==> src/rtl/serial_byte_adder_pkg.sv <==
// Shared types and constants for the serial byte adder.
// State encoding, byte width and index sizing helper.
package serial_byte_adder_pkg;

   localparam int BYTE_W = 8;

   typedef enum logic [1:0] {
      IDLE = 2'd0,
      ADD  = 2'd1,
      DONE = 2'd2
   } state_t;

   // Byte index width; never below one bit.
   function automatic int idx_width(input int n);
      int w;
      w = $clog2(n);
      if (w < 1) w = 1;
      return w;
   endfunction

endpackage

==> src/rtl/serial_byte_adder_stage.sv <==
// Combinational 8-bit add stage with carry in and out.
// Shared by all byte steps of the serial adder.
module byte_add_stage
   import serial_byte_adder_pkg::*;
(
   input  logic [BYTE_W-1:0] a,
   input  logic [BYTE_W-1:0] b,
   input  logic              cin,
   output logic [BYTE_W-1:0] s,
   output logic              cout
);

   logic [BYTE_W:0] sum9;

   // Nine-bit sum keeps the carry out of the byte.
   always_comb begin
      sum9 = {1'b0, a} + {1'b0, b} + {{BYTE_W{1'b0}}, cin};
   end

   assign s    = sum9[BYTE_W-1:0];
   assign cout = sum9[BYTE_W];

endmodule

==> src/rtl/serial_byte_adder.sv <==
// Wide adder sequencing operands LSB byte first through one byte stage.
// Start/done handshake; result registers hold until the next completion.
module serial_byte_adder
   import serial_byte_adder_pkg::*;
#(
   parameter int NBYTES = 4
) (
   input  logic                     clk,
   input  logic                     rst_n,
   input  logic                     start,
   input  logic [BYTE_W*NBYTES-1:0] op_a,
   input  logic [BYTE_W*NBYTES-1:0] op_b,
   input  logic                     carry_in,
   output logic                     busy,
   output logic                     done,
   output logic [BYTE_W*NBYTES-1:0] result,
   output logic                     carry_out,
   output logic                     overflow
);

   localparam int W  = BYTE_W * NBYTES;
   localparam int PW = W - BYTE_W;
   localparam int IW = idx_width(NBYTES);
   localparam logic [IW-1:0] LAST = IW'(NBYTES - 1);

   state_t state, state_nxt;

   logic [W-1:0]      a_sh;
   logic [W-1:0]      b_sh;
   logic [PW-1:0]     part;
   logic [W-1:0]      part_nxt;
   logic [IW-1:0]     idx;
   logic              carry_r;
   logic              a_msb;
   logic              b_msb;
   logic [BYTE_W-1:0] st_s;
   logic              st_cout;
   logic              last;

   byte_add_stage u_stage (
      .a    (a_sh[BYTE_W-1:0]),
      .b    (b_sh[BYTE_W-1:0]),
      .cin  (carry_r),
      .s    (st_s),
      .cout (st_cout)
   );

   assign last     = (idx == LAST);
   assign part_nxt = {st_s, part};

   // State register.
   always_ff @(posedge clk or negedge rst_n) begin
      if (!rst_n) state <= IDLE;
      else        state <= state_nxt;
   end

   // Next state and handshake outputs.
   always_comb begin
      state_nxt = state;
      busy      = 1'b0;
      done      = 1'b0;
      unique case (1'b1)
         (state == IDLE): begin
            if (start) state_nxt = ADD;
         end
         (state == ADD): begin
            busy = 1'b1;
            if (last) state_nxt = DONE;
         end
         (state == DONE): begin
            busy      = 1'b1;
            done      = 1'b1;
            state_nxt = IDLE;
         end
         default: state_nxt = IDLE;
      endcase
   end

   // Operand capture, byte shifting and result assembly.
   always_ff @(posedge clk or negedge rst_n) begin
      if (!rst_n) begin
         a_sh      <= '0;
         b_sh      <= '0;
         part      <= '0;
         idx       <= '0;
         carry_r   <= 1'b0;
         a_msb     <= 1'b0;
         b_msb     <= 1'b0;
         result    <= '0;
         carry_out <= 1'b0;
         overflow  <= 1'b0;
      end else begin
         if (state == IDLE && start) begin
            a_sh    <= op_a;
            b_sh    <= op_b;
            carry_r <= carry_in;
            part    <= '0;
            idx     <= '0;
            a_msb   <= op_a[W-1];
            b_msb   <= op_b[W-1];
         end else if (state == ADD) begin
            a_sh    <= a_sh >> BYTE_W;
            b_sh    <= b_sh >> BYTE_W;
            carry_r <= st_cout;
            part    <= part_nxt[W-1:BYTE_W];
            idx     <= idx + 1'b1;
            if (last) begin
               result    <= part_nxt;
               carry_out <= st_cout;
               overflow  <= (a_msb == b_msb) &&
                            (st_s[BYTE_W-1] != a_msb);
            end
         end
      end
   end

endmodule

==> config.mk <==
export PLATFORM = sky130hd
export DESIGN_NAME = serial_byte_adder
export DESIGN_NICKNAME = d
export VERILOG_FILES = /design/src/rtl/serial_byte_adder_pkg.sv /design/src/rtl/serial_byte_adder_stage.sv /design/src/rtl/serial_byte_adder.sv
export SDC_FILE = /design/constraint.sdc
export NUM_CORES = 1
export LEC_CHECK = 0
export ABC_AREA = 0
export CAP_MARGIN = 20
export CORE_ASPECT_RATIO = 0.6
export CORE_MARGIN = 2
export CORE_UTILIZATION = 25
export DETAILED_ROUTE_END_ITERATION = 10
export MAX_ROUTING_LAYER = met4
export PLACE_DENSITY = 0.45
export SLEW_MARGIN = 20
export SYNTH_ARGS = -nofsm -noshare
export SYNTH_HDL_FRONTEND = slang
export SYNTH_HIERARCHICAL = 1
export SYNTH_SLANG_ARGS = --single-unit
export TNS_END_PERCENT = 10
==> constraint.sdc <==
create_clock -name clk -period 2.15 [get_ports clk]
set_clock_uncertainty 0.15 [all_clocks]
set_input_delay 0.43 -clock clk [delete_from_list [all_inputs] [get_ports clk]]
set_output_delay 0.43 -clock clk [all_outputs]
set_load 0.02 [all_outputs]
== Yosys cells after proc, flatten, opt, wreduce, memory -nomap -nowiden ==
Cells that the tools add are included.

* Word-level logic and storage cells: 44
* Register bits after elaboration: 129

* Bitwise operators: 1
* Reductions and logical operators: 7
* Muxes and demuxes: 15
* $add $sub $neg: 3
* Equal/unequal tests: 7

{| class="wikitable"
|+ Operators by type and width
! kind !! count
|-
| 2-to-1 mux 32 bit || 4
|-
| 2-to-1 mux 24 bit || 2
|-
| adder 8 x 8 -> 9 bit || 1
|-
| adder 9 x 1 -> 9 bit || 1
|-
| 2-to-1 mux 2 bit || 4
|-
| equality test 2 bit, second input constant || 2
|-
| 2-to-1 mux 1 bit || 4
|-
| inequality test 2 bit, second input constant || 2
|-
| case mux 2 bit (2 select lines) || 1
|-
| AND reduction 3 bit || 1
|-
| adder 2 x 1 -> 2 bit, second input constant || 1
|-
| equality test 2 x 1 -> 1 bit, second input constant || 1
|-
| logical AND 1 bit || 2
|-
| logical NOT 2 bit || 1
|-
| AND reduction 2 bit || 1
|-
| nonzero test 2 bit || 1
|-
| OR reduction 2 bit || 1
|-
| equality test 1 bit || 1
|-
| inequality test 1 bit || 1
|-
| NOT 1 bit || 1
|}

== Longest topological paths before layout ==
Gate-level depths: netlist of run 1.

* Depth after elaboration: 4
* Mapped depth: 8

== Modules after synthesis ==
The synthesis of run 1 kept the hierarchy.

{| class="wikitable"
|+ Modules (own cells, without submodules)
! module !! cells each !! instances !! sequential area each (µm²) !! area an instance (µm²)
|-
| serial_byte_adder || 458 || 1 || 3228.1 || 5616.6
|-
| byte_add_stage || 40 || 1 || 0.0 || 331.6
|}

== Least setup slack after synthesis of run 1 ==
No wires, ideal clock.

* Kind: register to register
* From: register a_sh[0]
* To: register carry_out
* Path slack: -0.038 ns
* Stages on the path, launching flop included: 7
* Setup time: 0.125 ns
* Data arrival time: 1.913 ns
* Buffers on the path: 0
* Cells stage by stage: dfrtp_1 > fa_1 > fa_1 > a21oi_1 > o21a_1 > o21ai_0 > mux2_4

* Longest elaborated chain between the ends: 2

{| class="wikitable"
|+ RTL lines
! element !! RTL line !! source
|-
| start, declared || serial_byte_adder.sv:28 || <nowiki>logic [W-1:0] a_sh;</nowiki>
|-
| start signal, assigned || serial_byte_adder.sv:94 || <nowiki>a_sh <= op_a;</nowiki>
|-
| start signal, assigned || serial_byte_adder.sv:102 || <nowiki>a_sh <= a_sh >> BYTE_W;</nowiki>
|-
| adder 8 x 8 -> 9 bit || serial_byte_adder_stage.sv:17 || <nowiki>sum9 = {1'b0, a} + {1'b0, b} + {{BYTE_W{1'b0}}, cin};</nowiki>
|-
| adder 9 x 1 -> 9 bit || serial_byte_adder_stage.sv:17 ||
|-
| net st_cout || serial_byte_adder.sv:37 || <nowiki>logic st_cout;</nowiki>
|-
| end signal, assigned || serial_byte_adder.sv:109 || <nowiki>carry_out <= st_cout;</nowiki>
|-
| end, declared || serial_byte_adder.sv:17 || <nowiki>output logic carry_out,</nowiki>
|}

The timed path passes the listed nets, and every way through them passes these cells.
A chain may end at the register's enable or synchronous reset.

== Worst setup path in the final report of run 1 ==
* From: register b_sh[4]
* To: register overflow

* Longest elaborated chain between the ends: 4

{| class="wikitable"
|+ RTL lines
! element !! RTL line !! source
|-
| start, declared || serial_byte_adder.sv:29 || <nowiki>logic [W-1:0] b_sh;</nowiki>
|-
| start signal, assigned || serial_byte_adder.sv:95 || <nowiki>b_sh <= op_b;</nowiki>
|-
| start signal, assigned || serial_byte_adder.sv:103 || <nowiki>b_sh <= b_sh >> BYTE_W;</nowiki>
|-
| adder 8 x 8 -> 9 bit || serial_byte_adder_stage.sv:17 ||
|-
| adder 9 x 1 -> 9 bit || serial_byte_adder_stage.sv:17 ||
|-
| net st_s[7] || serial_byte_adder.sv:36 || <nowiki>logic [BYTE_W-1:0] st_s;</nowiki>
|-
| inequality test 1 bit || serial_byte_adder.sv:111 || <nowiki>(st_s[BYTE_W-1] != a_msb);</nowiki>
|-
| logical AND 1 bit || serial_byte_adder.sv:110 || <nowiki>overflow <= (a_msb == b_msb) &&</nowiki>
|-
| end signal, assigned || serial_byte_adder.sv:110 ||
|-
| end, declared || serial_byte_adder.sv:18 || <nowiki>output logic overflow</nowiki>
|}

The timed path passes the listed nets, and every way through them passes these cells.

==> results_dict.tcl, run 1 <==
set metrics [dict create \
    cts-root-buf "clkbuf_16" \
    grt_max_degree 67 \
    io_pins 104 \
    fin_area_sq_mm 0.00817 \
    yosysSeqAreaShare_pct 54.3 \
    power_mw 13.6 \
    portBuffers 103 \
    dieArea_sq_mm 0.0251 \
    grt_pass1_wl_um 24200 \
    dpl-instance-area_sq_mm 0.00746 \
    crit_required_ns 2.30 \
    finalNonFillerCells 942 \
    vias 4054 \
    path_class "reg -> reg" \
    area_delta_synth_final_pct 37.4 \
    syn_avg_cell_area_sq_um 11.9 \
    final-max-slew-violation-count 0 \
    wl_um 15100 \
    avgRoutedWirePerCell_um 16.0 \
    diodes 0 \
    critPathMaxFanout 3 \
    ant_nets 0 \
    drt_iter0_markers 156 \
    cts.clk_slew.worst_paths_ns 0.06 \
    vdd_drop_max_mv 0.762 \
    fill_cells 2312 \
    synth_ff_type "dfrtp_1" \
    worstMarginPinSlew_ns 0.511 \
    drive_gt1_share_pct 17.1 \
    gr-usage-all-layers_pct 13.2 \
    power-per-cell-area_mw_per_mm2 1660 \
    crit_path_start_kind "register" \
    final_cell_mix "dfrtp_1 (128), clkdlybuf4s50_1 (100), mux2i_1 (74), nand2_1 (67), o21ai_0 (64)" \
    die_y_um 123 \
    synth_warnings 6 \
    rsz0062_at_grt "true" \
    max_stage_delay_ns 0.38 \
    cts_tree "yes" \
    cts_max_level 4 \
    violations "setup timing" \
    synth-async-reset-ratio_pct 100 \
    leakage_nw 3.64 \
    setup_viol 1 \
    grt_antenna_before_repair 0 \
    drc_errors 0 \
    cts_setup_buffers 0 \
    cts_num_sinks 129 \
    initial_utilization_pct 25.6 \
    place_ws_ns -0.0889 \
    max_freq_ghz 0.464 \
    cts_buffer_depth 2 \
    design.core.area_sq_mm 0.0232 \
    routabilityCongestion 0.778 \
    dp_hpwl_um 10700 \
    cpMaxStageDelayCell "dfrtp_1" \
    relSlewSlack_pct 65.9 \
    grt_pass1_vias 4226 \
    worstSetupEndpointType "register" \
    dp.cells 909 \
    core.rowCount 43 \
    hold_path_class "in -> async" \
    final_nets 696 \
    synth-edff-count 0 \
    numCtsBuffers 17 \
    synth_fp_nets 580 \
    min_period_ns 2.15 \
    cp_cell_sequence "ha_1 > a21o_1 > a21oi_2 > o221a_2 > o211ai_1 > nand2b_1 > o22ai_1 > mux2_4" \
    grt_overflow 0 \
    status "finished, violations left" \
    cp.arrival_ns 2.30 \
    fin_crit_sh_pct 100 \
    drt-vias-per-instance 4.30 \
    synth_area_sq_mm 0.00595 \
    synth_seq_cells 129 \
    fin_ws_ns -0.00330 \
    worstSkewPairLatency_ns 0.42 \
    mostFrequentLayoutCell "dfrtp_1" \
    maxCapViolations 0 \
    firstDrtPassIters 4 \
    finalHoldViolCount 0 \
    netlist_instances 498 \
    synth.distinct_cells 37 \
    die_x_um 203 \
]
[synthesized netlist by cell type, types with 2 or more instances]
master | instances | area (sq um)
a21o_1 | 2 | 15.0
a21oi_1 | 5 | 25.0
a22o_1 | 2 | 17.5
a311o_1 | 2 | 20.0
buf_12 | 3 | 60.1
buf_2 | 8 | 40.0
buf_4 | 7 | 52.6
clkbuf_1 | 11 | 41.3
dfrtp_1 | 129 | 3230
fa_1 | 2 | 40.0
ha_1 | 12 | 150
inv_1 | 5 | 18.8
mux2_2 | 7 | 78.8
mux2_4 | 30 | 450
mux2i_1 | 74 | 741
nand2_1 | 67 | 251
nand2b_1 | 16 | 100
nand3_1 | 2 | 10.0
nor2_1 | 27 | 101
nor2b_1 | 2 | 12.5
o21a_1 | 2 | 15.0
o21ai_0 | 65 | 325
xnor2_1 | 3 | 26.3
xor2_1 | 2 | 17.5
[area by class of cell]
| class | instances | area [sq um] | share of cell area, % |
|---|---|---|---|
| sequential | 129 | 3230 | 39.5 |
| multi-input combinational | 333 | 2530 | 31.0 |
| timing repair buffer | 127 | 1310 | 16.0 |
| clock buffer | 19 | 453 | 5.54 |
| tap | 315 | 394 | 4.82 |
| clock inverter | 13 | 233 | 2.85 |
| inverter | 6 | 22.5 | 0.276 |
[power by group]
part / switching, mW / total [mW] / internal [mW]
registers: 0.763 / 4.31 / 3.55
clock network: 1.12 / 3.36 / 2.24
logic: 2.97 / 5.94 / 2.97
total: 4.85 / 13.6 / 8.76
[final timing paths]
check | start | endpoint | slack, ns | cells past startpoint
worst max-delay path | b_sh[4] | overflow | -0.003 | 8
worst min-delay path | rst_n | a_sh[26] | 0.28 | 2
worst max register to register | b_sh[4] | overflow | -0.003 | 8
worst min register to register | a_sh[31] | a_sh[31] | 0.36 | 1
max in group asynchronous | rst_n | part[14] | 0.84 | 3
min in group clk | a_sh[31] | a_sh[31] | 0.36 | 1
[critical path: cells and delay by family (launching register included)]
family / cells / cell delay, ns
adders and majority gates: 1 / 0.31
and+or+nand+nor: 1 / 0.13
muxes: 1 / 0.26
DFF: 1 / 0.38
AOI/OAI and AO/OA: 5 / 0.81
[stage by stage]
stage          utilization [%]  hold slack, ns  setup TNS, ns
4_1_cts                   35.2           0.278       -0.00724
3_3_place_gp              32.1           0.167         -0.153
5_1_grt                   35.2           0.306         -0.458
6_report                  35.2           0.283       -0.00330
2_1_floorplan                -         -0.0156              0
3_5_place_dp              32.1           0.170         -0.267
[sequential cells by signal, summed over array words and instances, names as in the netlist]
signal and count:
a_sh 32, b_msb 1, part 24, idx 2, carry_out 1, a_msb 1
state 2, b_sh 32, carry_r 1, overflow 1, result 32
[per-layer routing]
metal	GRT usage (%)	vias to the layer above	share of wire, %
li1	-	1965	-
met1	19.5	1991	54
met2	17.2	88	40
met3	3.66	10	4.8
met4	3.56	0	0.81
met5	-	-	0
[what timing repair did]
item	CTS	global route
hold buffers	1	0
pin swaps	5	4
hold endpoints to repair	24	0
gates resized for setup	7	3
endpoints found under the setup margin	9	12
[cells by family after synthesis]
logic type	count (synthesis)	synth area share, %
AND/OR/NAND/NOR	120	8.90
buffers and inverters	36	3.83
multiplexers	111	21.4
AO/OA/AOI/OAI	83	7.72
XOR/XNOR	5	0.736
flip-flops	129	54.3
adder cells (fa/ha/maj)	14	3.20
(Power assumes the default switching activity.)
==> run 2: changes to the inputs <==
--- a/config.mk
+++ b/config.mk
@@ -12,7 +12,7 @@
 export CORE_UTILIZATION = 25
 export DETAILED_ROUTE_END_ITERATION = 10
 export MAX_ROUTING_LAYER = met4
-export PLACE_DENSITY = 0.45
+export PLACE_DENSITY = 0.44
 export SLEW_MARGIN = 20
 export SYNTH_ARGS = -nofsm -noshare
 export SYNTH_HDL_FRONTEND = slang
==> constraint.sdc (replaced) <==
create_clock -name clk -period 2.1 [get_ports clk]
set_clock_uncertainty 0.15 [all_clocks]
set_input_delay 0.42 -clock clk [delete_from_list [all_inputs] [get_ports clk]]
set_output_delay 0.42 -clock clk [all_outputs]
set_load 0.02 [all_outputs]
==> results_dict.tcl, run 2 (synthesized netlist as in run 1, its figures left out) <==
set metrics [dict create \
    design.core.area_sq_mm 0.0232 \
    rr_worst_depth 6 \
    dp_hpwl_um 10800 \
    fin_area_sq_mm 0.00816 \
    cts_buffer_depth 2 \
    io_pins 104 \
    min_period_ns 2.15 \
    core.rowCount 43 \
    cts.clk_slew.worst_paths_ns 0.06 \
    grt_antenna_before_repair 1 \
    top_regs "a_sh: 32 flops, b_sh: 32 flops, result: 32 flops" \
    leakage_nw 3.61 \
    cts_max_level 4 \
    final_nets 698 \
    numCtsBuffers 17 \
    grt_pass1_vias 4139 \
    critPathMaxFanout 2 \
    vias 4020 \
    relSlewSlack_pct 67.6 \
    violations "setup timing" \
    area_delta_synth_final_pct 37.2 \
    rsz0062_at_grt "true" \
    hold_path_class "reg -> reg" \
    crit_path_start_kind "register" \
    cts_num_sinks 129 \
    worstSetupEndpointType "register" \
    maxCapViolations 0 \
    grt_max_degree 49 \
    drive_gt1_share_pct 17.5 \
    dp.cells 911 \
    final_cell_mix "dfrtp_1 (128), clkdlybuf4s50_1 (100), mux2i_1 (74), nand2_1 (67), o21ai_0 (64)" \
    firstDrtPassIters 4 \
    worstMarginPinSlew_ns 0.486 \
    whs_ns 0.348 \
    ant_nets 0 \
    avgRoutedWirePerCell_um 16.0 \
    drt_iter0_markers 160 \
    die_x_um 203 \
    dieArea_sq_mm 0.0251 \
    worstHoldStart "a_sh[31]" \
    max_freq_ghz 0.465 \
    power-per-cell-area_mw_per_mm2 1680 \
    die_y_um 123 \
    portBuffers 103 \
    hold_depth 1 \
    worst_r2r_startpoint "a_sh[0]" \
    wl_um 15200 \
    final-max-slew-violation-count 0 \
    grt_overflow 0 \
    rrSetupSlack_ns -0.05 \
    path_class "reg -> reg" \
    drc_errors 0 \
    worstSkewPairLatency_ns 0.42 \
    vdd_drop_max_mv 0.761 \
    gr-usage-all-layers_pct 13.1 \
    status "finished, violations left" \
    drt-vias-per-instance 4.25 \
    setup_viol 5 \
    cts_setup_buffers 0 \
    place_ws_ns -0.0716 \
    mostFrequentLayoutCell "dfrtp_1" \
    grt_pass1_wl_um 23900 \
    cp.arrival_ns 2.30 \
    finalHoldViolCount 0 \
    rr_endpoint "carry_out" \
    cts-root-buf "clkbuf_16" \
    initial_utilization_pct 25.6 \
    worstHoldEndpoint "a_sh[31]" \
    power_mw 13.7 \
    fin_ws_ns -0.0503 \
    crit_required_ns 2.25 \
    cts_tree "yes" \
    cp-startpoint "a_sh[0]" \
    dpl-instance-area_sq_mm 0.00750 \
    finalNonFillerCells 945 \
    fin_crit_sh_pct 102 \
    routabilityCongestion 0.792 \
]
-- run 2: cell types whose count changed in the layout (fill, tap and decap cells not counted), moves of 2 or more --
cell        previous run  this run
buf_12                 8        10
clkinvlp_4             1         4
bufinv_16              6         3
clkinv_4               4         2
-- run 2: critical path, cell delays in order (launching register included) --
cell	delay, ns
dfrtp_1	0.40
fa_2	0.42
fa_2	0.38
a21oi_4	0.16
o21a_1	0.16
o21ai_1	0.10
mux2_4	0.27
-- run 2: layout make-up --
type                            instances  area [sq um]
Fill cell                            2314         15100
Sequential cell                       129          3230
Multi-Input combinational cell        333          2560
Timing Repair Buffer                  129          1350
Clock buffer                           19           443
Tap cell                              315           394
Clock inverter                         13           161
Inverter                                6          22.5
Antenna cell                            1          2.50
-- run 2: worst max path at each step --
stage	depth (start not counted)	end	slack, ns
global placement	6	carry_out	-0.05
floorplan	8	overflow	0.02
global route	6	result[28]	-0.14
CTS	7	overflow	-0.05
detailed placement	6	carry_out	-0.07
finish	6	carry_out	-0.05
-- run 2: timing repair --
item                                   4_1_cts  5_1_grt
resized for setup                            7        6
hold buffers                                 1        0
setup endpoints to repair                    8       11
pin swaps                                    3        3
endpoints found under the hold margin       45        0
-- run 2: power breakdown --
part | internal (mW) | switching [mW]
combinational | 3.15 | 3.07
sequential | 3.63 | 0.796
clock | 1.90 | 1.15
total | 8.67 | 5.01
-- run 2: metrics by stage --
step / utilization (%) / setup TNS, ns
floorplan: - / 0
global placement: 32.3 / -0.113
finish: 35.1 / -0.126
detailed placement: 32.3 / -0.211
global route: 35.1 / -0.904
CTS: 35.0 / -0.159
-- run 2: metal layers --
layer / vias up / part of all wire [%] / GRT usage (%)
met5: - / 0 / -
met4: 0 / 0.82 / 4.24
met3: 9 / 4.8 / 3.98
met2: 76 / 41 / 17.7
met1: 1975 / 53 / 18.6
li1: 1960 / - / -
==> run 3: changes to the inputs <==
--- a/config.mk
+++ b/config.mk
@@ -13,6 +13,7 @@
 export DETAILED_ROUTE_END_ITERATION = 10
 export MAX_ROUTING_LAYER = met4
 export PLACE_DENSITY = 0.44
+export REMOVE_ABC_BUFFERS = 1
 export SLEW_MARGIN = 20
 export SYNTH_ARGS = -nofsm -noshare
 export SYNTH_HDL_FRONTEND = slang
==> results_dict.tcl, run 3 (synthesized netlist as in run 1, its figures left out) <==
set metrics [dict create \
    relSlewSlack_pct 65.9 \
    cts.clk_slew.worst_paths_ns 0.06 \
    dp_hpwl_um 9920 \
    rsz0062_at_grt "true" \
    area_delta_synth_final_pct 37.3 \
    final_nets 707 \
    worstSetupEndpointType "register" \
    hold_path_class "in -> async" \
    grt_pass1_wl_um 22500 \
    setup_viol 7 \
    fin_crit_sh_pct 105 \
    die_y_um 123 \
    grt_overflow 0 \
    fin_area_sq_mm 0.00817 \
    leakage_nw 3.67 \
    diodes 0 \
    mostFrequentLayoutCell "dfrtp_1" \
    cp.arrival_ns 2.36 \
    grt_antenna_before_repair 0 \
    die_x_um 203 \
    cts_num_sinks 129 \
    fin_ws_ns -0.110 \
    drt_iter0_markers 143 \
    wl_met1_um 7740 \
    vdd_drop_max_mv 0.840 \
    max_freq_ghz 0.452 \
    whs_ns 0.321 \
    crit_required_ns 2.25 \
    grt_pass1_vias 4042 \
    power_mw 13.6 \
    io_pins 104 \
    cts_buffer_depth 2 \
    route.met2.wl_um 5530 \
    core.rowCount 43 \
    dr.max_layer_used "met4" \
    violations "setup timing" \
    design.core.area_sq_mm 0.0232 \
    routed-wl-met3_um 828 \
    maxCapViolations 0 \
    cts_max_level 4 \
    portBuffers 103 \
    ant_nets 0 \
    wl_um 14200 \
    drive_gt1_share_pct 18.2 \
    finalNonFillerCells 951 \
    vias 3991 \
    final-max-slew-violation-count 0 \
    path_class "reg -> reg" \
    dieArea_sq_mm 0.0251 \
    final_cell_mix "dfrtp_1 (129), clkdlybuf4s50_1 (99), mux2i_1 (74), nand2_1 (67), o21ai_0 (63)" \
    cts-root-buf "clkbuf_16" \
    firstDrtPassIters 4 \
    worstMarginPinSlew_ns 0.512 \
    dp.cells 920 \
    top_regs "a_sh: 32 flops, b_sh: 32 flops, result: 32 flops" \
    worstSkewPairLatency_ns 0.41 \
    crit_path_start_kind "register" \
    dpl-instance-area_sq_mm 0.00751 \
    cts_tree "yes" \
    power-per-cell-area_mw_per_mm2 1670 \
    gr-usage-all-layers_pct 12.3 \
    status "finished, violations left" \
    drt-vias-per-instance 4.20 \
    min_period_ns 2.21 \
    finalHoldViolCount 0 \
    avgRoutedWirePerCell_um 14.9 \
    place_ws_ns -0.245 \
    routabilityCongestion 0.739 \
    drc_errors 0 \
    critPathMaxFanout 2 \
    numCtsBuffers 17 \
    grt_max_degree 74 \
    initial_utilization_pct 25.6 \
]
## run 3: cell count changes in the layout (fill, tap and decap cells not counted), moves of 2 or more
cell,before,now
buf_4,15,28
clkbuf_1,1,4
clkinv_4,2,0
clkbuf_8,1,3
clkinvlp_4,4,0
buf_12,10,6
## run 3: final cells by class
class	count	area (sq um)
repair buffers	138	1370
well taps	315	394
fillers	2319	15100
clock inverters	6	105
inverters	6	22.5
flip-flops and latches	129	3230
clock buffers	24	482
multi-input cells	333	2560
## run 3: timing repair
action,CTS,global route
buffers inserted,0,0
resized for setup,8,11
hold buffers,1,0
pin swaps,2,7
setup endpoints to repair,12,13
endpoints found under the hold margin,31,0
## run 3: path summary, 6_finish.rpt
check                         from    endpoint  slack (ns)  cells after the start
max                        carry_r  result[30]       -0.11                      6
max reg2reg                carry_r  result[30]       -0.11                      6
min in group clk           part[2]   result[2]        0.36                      1
max in group asynchronous    rst_n    b_sh[15]        0.90                      3
min                          rst_n   result[0]        0.32                      2
min reg2reg                part[2]   result[2]        0.36                      1
## run 3: per-layer routing
layer  vias up  GRT usage [%]
met5         -              -
met4         0           4.20
met3         9           4.51
met2        89           15.3
met1      1922           17.8
li1       1971              -
## run 3: critical path, stage by stage, from the launching register on
cell     delay [ns]
dfrtp_1        0.40
fa_2           0.43
fa_2           0.39
a21oi_2        0.19
o21a_2         0.20
xnor2_2        0.08
mux2_4         0.26
## run 3: power breakdown
group,internal [mW],switching (mW)
clock,1.94,1.04
combinational,3.21,3.09
sequential,3.63,0.722
total,8.79,4.85
## run 3: per-stage QoR
stage                     utilization [%]  setup TNS, ns
final                                35.1         -0.456
after floorplan                         -        -270.10
after global routing                 35.1          -1.05
after CTS                            35.0         -0.255
after detailed placement             32.3          -1.36
after global placement               32.3         -0.913
